`src/rtl/waveform_buffer_reader.sv`:
```
// Readout stage for the waveform buffer. It pops one header per event, hands the
// header to the formatter, then walks the event's BRAM addresses and streams the
// samples through a small skid FIFO. A read is only issued when the FIFO has room
// for it plus every read still in the BRAM pipeline, so it can never overflow.
//
// Handshakes (header and samples alike): a transfer happens on a cycle where
// valid && ready are both 1. Once valid is raised, it and its payload stay
// unchanged until that transfer.
module waveform_buffer_reader #(
  parameter int P_DATA_WIDTH = 22,
  parameter int P_ADR_WIDTH  = 12,
  parameter int P_HDR_WIDTH  = 80,
  parameter int P_RD_LAT     = 2,
  parameter int P_SKID_DEPTH = 4   // must be >= P_RD_LAT+1
) (
  input  logic                    clk,
  input  logic                    rst,
  input  logic                    en,
  input  logic                    hdr_empty,
  input  logic [P_HDR_WIDTH-1:0]  hdr_data,
  output logic                    hdr_rdreq,
  output logic [P_ADR_WIDTH-1:0]  wvb_rd_addr,
  input  logic [P_DATA_WIDTH-1:0] wvb_data,
  output logic [P_HDR_WIDTH-1:0]  evt_hdr,
  output logic                    evt_hdr_valid,
  input  logic                    evt_hdr_ready,
  output logic [P_DATA_WIDTH-1:0] dout,
  output logic                    dout_valid,
  input  logic                    dout_ready,
  output logic                    dout_last,
  output logic                    busy,
  output logic                    eoe_err,
  output logic [15:0]             n_evt_read,
  output logic [1:0]              dbg_state
);

  localparam int PW = (P_SKID_DEPTH > 1) ? $clog2(P_SKID_DEPTH) : 1;
  localparam int CW = $clog2(P_SKID_DEPTH + 1);
  localparam int IW = $clog2(P_SKID_DEPTH + P_RD_LAT + 1);
  localparam logic [P_ADR_WIDTH:0]   REM_ONE = 1;
  localparam logic [P_ADR_WIDTH-1:0] ADR_ONE = 1;

  typedef enum logic [1:0] {S_IDLE, S_HDR, S_FETCH, S_DRAIN} state_t;

  state_t                  state_q, state_d;
  logic [P_HDR_WIDTH-1:0]  hdr_q, hdr_d;
  logic [P_ADR_WIDTH-1:0]  addr_q, addr_d;
  logic [P_ADR_WIDTH:0]    rem_q, rem_d;       // reads still to issue, up to 2^P_ADR_WIDTH
  logic [P_ADR_WIDTH-1:0]  span;
  logic [P_RD_LAT-1:0]     pvld_q, plast_q;    // tags travelling alongside the BRAM pipeline
  logic                    issue, issue_last;
  logic [IW-1:0]           in_flight, occ;

  logic [P_DATA_WIDTH-1:0] skid_data_q [P_SKID_DEPTH];
  logic                    skid_last_q [P_SKID_DEPTH];
  logic [PW-1:0]           wr_ptr_q, rd_ptr_q;
  logic [CW-1:0]           cnt_q;
  logic                    push, push_last, pop;
  logic [15:0]             n_evt_q;
  logic                    eoe_err_q;

  function automatic logic [PW-1:0] next_ptr(input logic [PW-1:0] p);
    return (p == PW'(P_SKID_DEPTH - 1)) ? '0 : p + PW'(1);
  endfunction

  assign span       = hdr_data[2*P_ADR_WIDTH-1:P_ADR_WIDTH] - hdr_data[P_ADR_WIDTH-1:0];
  assign push       = pvld_q[P_RD_LAT-1];
  assign push_last  = plast_q[P_RD_LAT-1];
  assign dout_valid = (cnt_q != '0);
  assign pop        = dout_valid && dout_ready;
  assign dout       = dout_valid ? skid_data_q[rd_ptr_q] : '0;
  assign dout_last  = dout_valid ? skid_last_q[rd_ptr_q] : 1'b0;

  assign wvb_rd_addr   = addr_q;
  assign evt_hdr       = hdr_q;
  assign evt_hdr_valid = (state_q == S_HDR);
  assign busy          = (state_q != S_IDLE);
  assign eoe_err       = eoe_err_q;
  assign n_evt_read    = n_evt_q;
  assign dbg_state     = state_q;

  // Credit accounting: reads in the BRAM pipeline plus words parked in the skid FIFO.
  always_comb begin
    in_flight = '0;
    for (int i = 0; i < P_RD_LAT; i++) in_flight = in_flight + IW'(pvld_q[i]);
    occ = in_flight + IW'(cnt_q);
  end

  // Next-state logic for the event walk, plus the header pop and read issue strobes.
  always_comb begin
    state_d    = state_q;
    hdr_d      = hdr_q;
    addr_d     = addr_q;
    rem_d      = rem_q;
    hdr_rdreq  = 1'b0;
    issue      = 1'b0;
    issue_last = 1'b0;
    case (state_q)
      S_IDLE: begin
        // No pop while in reset, otherwise the header would be lost silently.
        if (en && !hdr_empty && !rst) begin
          hdr_rdreq = 1'b1;
          hdr_d     = hdr_data;
          addr_d    = hdr_data[P_ADR_WIDTH-1:0];
          rem_d     = {1'b0, span} + REM_ONE;
          state_d   = S_HDR;
        end
      end
      S_HDR: begin
        if (evt_hdr_ready) state_d = S_FETCH;
      end
      S_FETCH: begin
        if (occ < IW'(P_SKID_DEPTH)) begin
          issue  = 1'b1;
          addr_d = addr_q + ADR_ONE;
          rem_d  = rem_q - REM_ONE;
          if (rem_q == REM_ONE) begin
            issue_last = 1'b1;
            state_d    = S_DRAIN;
          end
        end
      end
      S_DRAIN: begin
        if (in_flight == '0 && cnt_q == '0) state_d = S_IDLE;
      end
      default: state_d = S_IDLE;
    endcase
  end

  // State, read pipeline tags, skid FIFO bookkeeping and status registers.
  always_ff @(posedge clk) begin
    if (rst) begin
      state_q   <= S_IDLE;
      hdr_q     <= '0;
      addr_q    <= '0;
      rem_q     <= '0;
      pvld_q    <= '0;
      plast_q   <= '0;
      wr_ptr_q  <= '0;
      rd_ptr_q  <= '0;
      cnt_q     <= '0;
      n_evt_q   <= '0;
      eoe_err_q <= 1'b0;
    end else begin
      state_q <= state_d;
      hdr_q   <= hdr_d;
      addr_q  <= addr_d;
      rem_q   <= rem_d;
      pvld_q[0]  <= issue;
      plast_q[0] <= issue_last;
      for (int i = 1; i < P_RD_LAT; i++) begin
        pvld_q[i]  <= pvld_q[i-1];
        plast_q[i] <= plast_q[i-1];
      end
      if (push) wr_ptr_q <= next_ptr(wr_ptr_q);
      if (pop)  rd_ptr_q <= next_ptr(rd_ptr_q);
      if (push && !pop)      cnt_q <= cnt_q + CW'(1);
      else if (!push && pop) cnt_q <= cnt_q - CW'(1);
      if (pop && dout_last) n_evt_q <= n_evt_q + 16'd1;
      // The eoe flag must be set on the last word and only there.
      if (push && (push_last != wvb_data[0])) eoe_err_q <= 1'b1;
    end
  end

  // Skid FIFO storage; occupancy is tracked above, so the contents need no reset.
  always_ff @(posedge clk) begin
    if (push) begin
      skid_data_q[wr_ptr_q] <= wvb_data;
      skid_last_q[wr_ptr_q] <= push_last;
    end
  end

endmodule

```
`config.mk`:
```
export PLATFORM = sky130hd
export DESIGN_NAME = waveform_buffer_reader
export DESIGN_NICKNAME = d
export VERILOG_FILES = /design/src/rtl/waveform_buffer_reader.sv
export SDC_FILE = /design/constraint.sdc
export NUM_CORES = 1
export LEC_CHECK = 0
export CORE_MARGIN = 5
export CORE_UTILIZATION = 50
export CTS_BUF_LIST = sky130_fd_sc_hd__clkbuf_2 sky130_fd_sc_hd__clkbuf_4 sky130_fd_sc_hd__clkbuf_8
export CTS_CLUSTER_SIZE = 14
export DETAILED_ROUTE_END_ITERATION = 6
export PLACE_DENSITY = 0.81
export SYNTH_ARGS = -nofsm -noshare
export SYNTH_HDL_FRONTEND = slang
export SYNTH_SLANG_ARGS = --single-unit
```
`constraint.sdc`:
```
create_clock -name clk -period 8.1 [get_ports clk]
set_input_delay 2.025 -clock clk [delete_from_list [all_inputs] [get_ports clk]]
set_output_delay 2.025 -clock clk [all_outputs]
set_load 0.005 [all_outputs]
```
==> results of run 1 <==
## synthesized netlist by cell type (all sizes together) (2+ instances only)
| cell type | instances |
|---|---|
| a2111oi | 2 |
| a211oi | 13 |
| a21o | 6 |
| a21oi | 117 |
| a221oi | 3 |
| a22oi | 2 |
| a31oi | 6 |
| a41oi | 2 |
| and2 | 27 |
| and3 | 5 |
| buf | 15 |
| clkbuf | 40 |
| dfxtp | 137 |
| edfxtp | 92 |
| fa | 2 |
| ha | 30 |
| inv | 33 |
| mux2i | 7 |
| mux4 | 23 |
| nand2 | 204 |
| nand2b | 2 |
| nand3 | 20 |
| nand4 | 10 |
| nor2 | 55 |
| nor2b | 4 |
| nor3 | 12 |
| nor4 | 4 |
| o211ai | 3 |
| o21a | 2 |
| o21ai | 28 |
| o21bai | 2 |
| o22ai | 10 |
| o31ai | 4 |
| or3 | 5 |
| or4 | 2 |
| xnor2 | 16 |
| xor2 | 23 |
## metal layers
metal  vias up  global-route usage [%]
met1      3865                    29.2
met5         -                       0
met2       345                    37.1
met4         0                    5.26
met3        35                    9.31
li1       3974                       -
## metrics by stage
stage | util [%] | hold slack (ns) | setup slack [ns] | area [um^2] | std cells
2_1_floorplan | - | 0.414 | 3.50 | 10000 | 986
3_3_place_gp | 64.6 | 0.420 | 2.77 | 12700 | 1451
3_5_place_dp | 64.6 | 0.420 | 2.76 | 12700 | 1451
4_1_cts | 69.2 | 0.435 | 2.75 | 13600 | 1523
5_1_grt | 69.2 | 0.463 | 2.70 | 13600 | 1523
6_report | 69.2 | 0.432 | 2.77 | 13600 | 1523
## registers in the layout, indices dropped and copies added, names as in the netlist, named ones only
register / flops
skid_data_q: 88
evt_hdr: 80
n_evt_read: 16
rem_q: 13
wvb_rd_addr: 12
skid_last_q: 4
cnt_q: 3
dbg_state: 2
plast_q: 2
pvld_q: 2
rd_ptr_q: 2
wr_ptr_q: 2
eoe_err: 1
## worst reg2reg max path, delay by kind of cell, from the launching register on
kind / cells / cell delay, ns
and+or+nand+nor: 3 / 0.43
adders and majority gates: 1 / 0.30
DFF: 1 / 0.34
AOI/OAI and AO/OA: 4 / 0.71
buffers and inverters: 4 / 1.20
## power by group
part / switching (mW) / internal, mW / total (mW)
Sequential: 0.0584 / 1.26 / 1.32
Combinational: 0.405 / 0.414 / 0.820
Clock: 0.449 / 0.698 / 1.15
Total: 0.913 / 2.38 / 3.29
## area by class of cell
cell class / count / area (um^2) / area share (%)
sequential: 229 / 5510 / 40.5
timing repair buffer: 255 / 2520 / 18.6
tap: 265 / 332 / 2.44
clock buffer: 62 / 766 / 5.63
clock inverter: 10 / 129 / 0.948
multi-input combinational: 669 / 4220 / 31.0
inverter: 33 / 124 / 0.911
## cell usage in the layout (no fill, tap or decap), types with 11 or more instances in the layout
cell and n:
a211oi_1 12, a21oi_1 116, and2_1 27, buf_4 11
clkbuf_4 14, clkbuf_8 48, clkdlybuf4s50_1 244, dfxtp_1 137
edfxtp_1 92, ha_1 30, inv_1 32, mux4_2 23
nand2_1 204, nand3_1 19, nor2_1 55, nor3_1 11
o21ai_0 26, xnor2_1 16, xor2_1 22
## worst paths after layout
| path | cells after the start | startpoint | slack (ns) | to |
|---|---|---|---|---|
| min | 1 | plast_q[0] | 0.43 | plast_q[1] |
| max | 5 | hdr_empty | 2.77 | hdr_rdreq |
| max reg2reg | 12 | dbg_state[0] | 5.04 | rem_q[12] |
| min reg2reg | 1 | plast_q[0] | 0.43 | plast_q[1] |
## kinds of logic (layout without fill, tap and decap cells)
group                      after synthesis  after routing  share of synthesized area [%]
and+or+nand+nor                        355            355                           15.7
buffers and inverters                   88            360                           3.40
muxes                                   30             30                           5.85
adders and majority gates               32             32                           4.14
xor gates and xnor gates                39             39                           3.47
DFF                                    229            229                           54.8
AOI/OAI and AO/OA                      213            213                           12.6
==> results_dict.tcl, run 1 <==
set metrics [dict create \
    status "finished clean" \
    crit_top_cell "clkdlybuf4s50_1" \
    n_antenna_cell 0 \
    crit_buf_inv 3 \
    grt_pass1_wl_um 42300 \
    synthDistinctLibCells 66 \
    critPathMaxStageDelay_ns 0.49 \
    dr_wl_met2_um 12600 \
    grt_pass1_vias 8125 \
    crit_required_ns 6.08 \
    ios 246 \
    tns_ns 0 \
    period_minus_slack_ns 5.33 \
    clock-sinks 229 \
    cts-root-buf "clkbuf_8" \
    initial_core_util_pct 51.1 \
    p_total_mw 3.29 \
    drt_iter0_markers 433 \
    clk_pin_slew_worst_paths_ns 0.06 \
    path_cells "clkdlybuf4s50_1, nor2_1, nand3_4, inv_2, clkdlybuf4s50_1" \
    async_reset_ff_share_pct 0 \
    synth_area_leaders "edfxtp_1, dfxtp_1, nand2_1" \
    yosysWarnings 0 \
    maxSlewHeadroom_pct 24.7 \
    crit_type "in2out" \
    power.density_mw_per_mm2 242 \
    synth_top_area_share_pct 27.5 \
    hold_buffers 0 \
    die_w_um 152 \
    rsz0062_at_grt "no" \
    clock_path_buffers 3 \
    std_cell_rows 51 \
    max_cap_viol_count 0 \
    fmax_ghz 0.188 \
    min_path_type "reg2reg" \
    irDropWorstVdd_v 0.000158 \
    antenna_found_initial 0 \
    ys_ff_latch 229 \
    wl_met3_um 3080 \
    hpwl_um 18700 \
    syn_nets 1126 \
    vias_per_cell 5.40 \
    fin_skew_ns 0.0342 \
    area_delta_synth_final_pct 35.3 \
    drt-total-wl_um 26700 \
    leakagePower_nw 4.78 \
    drcViolationCount 0 \
    clkLatencyLatePin_ns 0.53 \
    setup_viol 0 \
    crit_slowest_cell "clkdlybuf4s50_1" \
    yosysTopAreaCell "edfxtp_1" \
    cts_tree "yes" \
    core_area_mm2 0.0197 \
    overflow 0 \
    worst-path-max-fanout 2 \
    wl_per_cell_um 17.6 \
    syn_avg_cell_area_um2 10.2 \
    wl_met1_um 10600 \
    synth_edf_count 92 \
    die_h_um 152 \
    ant_nets 0 \
    crit_arrival_ns 3.31 \
    min_period_over_period_pct 65.8 \
    tightestPinTransition_ns 1.13 \
    end_kind "primary output" \
    track_usage_pct 23.0 \
    port_buffers 245 \
    cts_setup_buffers 0 \
    maxUsedRoutingLayer "met4" \
    grt_max_degree 86 \
    crit_family "buffers and inverters" \
    nets 1367 \
    cp-start-kind "primary input" \
    seq_area_frac_synth_pct 54.8 \
    place.gp.congestion 0.910 \
    dieArea_mm2 0.0230 \
    syn_inst 986 \
    maxSlewViolCount 0 \
    first_pass_iters 5 \
    post_cts_resized 0 \
    netlist_area_mm2 0.0100 \
    ys_dominant_reg_cell "dfxtp_1" \
    drive_gt1_share_pct 9.22 \
    hold_viol_final 0 \
    htreeDepth 2 \
    nFillCells 1522 \
    num_vias 8219 \
    numCtsBuffers 39 \
]
Note: power is estimated with default switching activity, not from simulation.
==> run 2, diff against run 1 <==
--- a/config.mk
+++ b/config.mk
@@ -6,11 +6,11 @@
 export NUM_CORES = 1
 export LEC_CHECK = 0
 export CORE_MARGIN = 5
-export CORE_UTILIZATION = 50
+export CORE_UTILIZATION = 46
 export CTS_BUF_LIST = sky130_fd_sc_hd__clkbuf_2 sky130_fd_sc_hd__clkbuf_4 sky130_fd_sc_hd__clkbuf_8
 export CTS_CLUSTER_SIZE = 14
 export DETAILED_ROUTE_END_ITERATION = 6
-export PLACE_DENSITY = 0.81
+export PLACE_DENSITY = 0.78
 export SYNTH_ARGS = -nofsm -noshare
 export SYNTH_HDL_FRONTEND = slang
 export SYNTH_SLANG_ARGS = --single-unit
==> constraint.sdc (replaced) <==
create_clock -name clk -period 4.61 [get_ports clk]
set_input_delay 1.1525 -clock clk [delete_from_list [all_inputs] [get_ports clk]]
set_output_delay 1.1525 -clock clk [all_outputs]
set_load 0.005 [all_outputs]
==> results_dict.tcl, run 2 (synthesized netlist as in run 1, its figures left out) <==
set metrics [dict create \
    core_area_mm2 0.0217 \
    std_cell_rows 54 \
    numCtsBuffers 40 \
    drt-total-wl_um 27100 \
    crit_required_ns 3.46 \
    ios 246 \
    utilization_pct 62.5 \
    tightestPinTransition_ns 0.934 \
    layout_setup_ws_ns 0.903 \
    fin_skew_ns 0.0319 \
    regMostFlops "skid_data_q" \
    grt_pass1_vias 8088 \
    stdcell_area_mm2 0.0136 \
    p_total_mw 5.71 \
    crit_buf_inv 3 \
    place.gp.congestion 0.900 \
    die_h_um 158 \
    hpwl_um 18900 \
    irDropWorstVdd_v 0.000326 \
    hold_buffers 0 \
    cts_tree "yes" \
    postPlaceCellArea_mm2 0.0127 \
    fmax_ghz 0.270 \
    clkLatencyLatePin_ns 0.55 \
    ant_nets 0 \
    port_buffers 245 \
    layout_commonest_cell "clkdlybuf4s50_1" \
    overflow 0 \
    htreeDepth 2 \
    status "finished clean" \
    min_path_type "reg2reg" \
    power.density_mw_per_mm2 421 \
    place_ws_ns 0.552 \
    clk_pin_slew_worst_paths_ns 0.06 \
    cts_setup_buffers 0 \
    antenna_found_initial 0 \
    hold_viol_final 0 \
    crit_top_cell "clkdlybuf4s50_1" \
    clock_path_buffers 3 \
    drt_iter0_markers 488 \
    vias_per_cell 5.36 \
    rsz0062_at_grt "no" \
    num_vias 8254 \
    critPathMaxStageDelay_ns 0.53 \
    wl_per_cell_um 17.6 \
    instances_no_fill 1540 \
    period_minus_slack_ns 3.71 \
    grt_pass1_wl_um 41900 \
    crit_arrival_ns 2.55 \
    cts-root-buf "clkbuf_8" \
    maxSlewViolCount 0 \
    initial_core_util_pct 46.3 \
    drive_gt1_share_pct 9.13 \
    crit_slowest_cell "clkdlybuf4s50_1" \
    crit_family "buffers and inverters" \
    first_pass_iters 5 \
    grt_max_degree 89 \
    cp-start-kind "primary input" \
    drcViolationCount 0 \
    area_delta_synth_final_pct 35.0 \
    final_cell_mix "clkdlybuf4s50_1, nand2_1, dfxtp_1, a21oi_1, edfxtp_1" \
    nets 1371 \
    setup_viol 0 \
    leakagePower_nw 4.76 \
    min_period_over_period_pct 80.4 \
    die_w_um 158 \
    post_cts_resized 0 \
    clock-sinks 229 \
    maxSlewHeadroom_pct 37.7 \
    dp.cells 1469 \
    holdWs_ns 0.441 \
    path_cells "clkdlybuf4s50_1, nor2_1, nand3_2, inv_2, clkdlybuf4s50_1" \
    worst-path-max-fanout 3 \
    dieArea_mm2 0.0249 \
    end_kind "primary output" \
    crit_type "in2out" \
    track_usage_pct 21.0 \
    max_cap_viol_count 0 \
    largest_reg_flops 88 \
    tns_ns 0 \
]
-- run 2: cell type report --
| type | instances | area (um^2) |
|---|---|---|
| fillers | 1728 | 8130 |
| flip-flops and latches | 229 | 5510 |
| multi-input cells | 669 | 4210 |
| repair buffers | 258 | 2550 |
| clock buffers | 54 | 662 |
| well taps | 280 | 350 |
| clock inverters | 16 | 164 |
| inverters | 33 | 124 |
| diodes | 1 | 2.50 |
-- run 2: path summary, 6_finish.rpt --
kind	to	slack (ns)	from	depth (start not counted)
setup / recovery	hdr_rdreq	0.90	hdr_empty	5
hold / removal	plast_q[1]	0.44	plast_q[0]	1
setup reg to reg	rem_q[12]	1.96	dbg_state[0]	9
hold reg to reg	plast_q[1]	0.44	plast_q[0]	1
-- run 2: report_power, final --
group | internal (mW) | switching (mW)
Combinational | 0.732 | 0.720
Clock | 1.11 | 0.822
Sequential | 2.22 | 0.102
-- run 2: worst reg2reg max path, delay by kind of cell (launching register included) --
kind	cells	cell delay, ns
DFF	1	0.34
buffers and inverters	2	0.39
adders and majority gates	1	0.73
and+or+nand+nor	2	0.28
AOI/OAI and AO/OA	4	0.82
-- run 2: per-layer routing --
| metal | wire length [um] | up-vias | track usage [%] |
|---|---|---|---|
| met2 | 12500 | 328 | 33.4 |
| met3 | 2940 | 46 | 8.20 |
| met5 | 0 | - | 0 |
| li1 | - | 3973 | - |
| met4 | 660 | 0 | 6.55 |
| met1 | 11000 | 3907 | 26.6 |
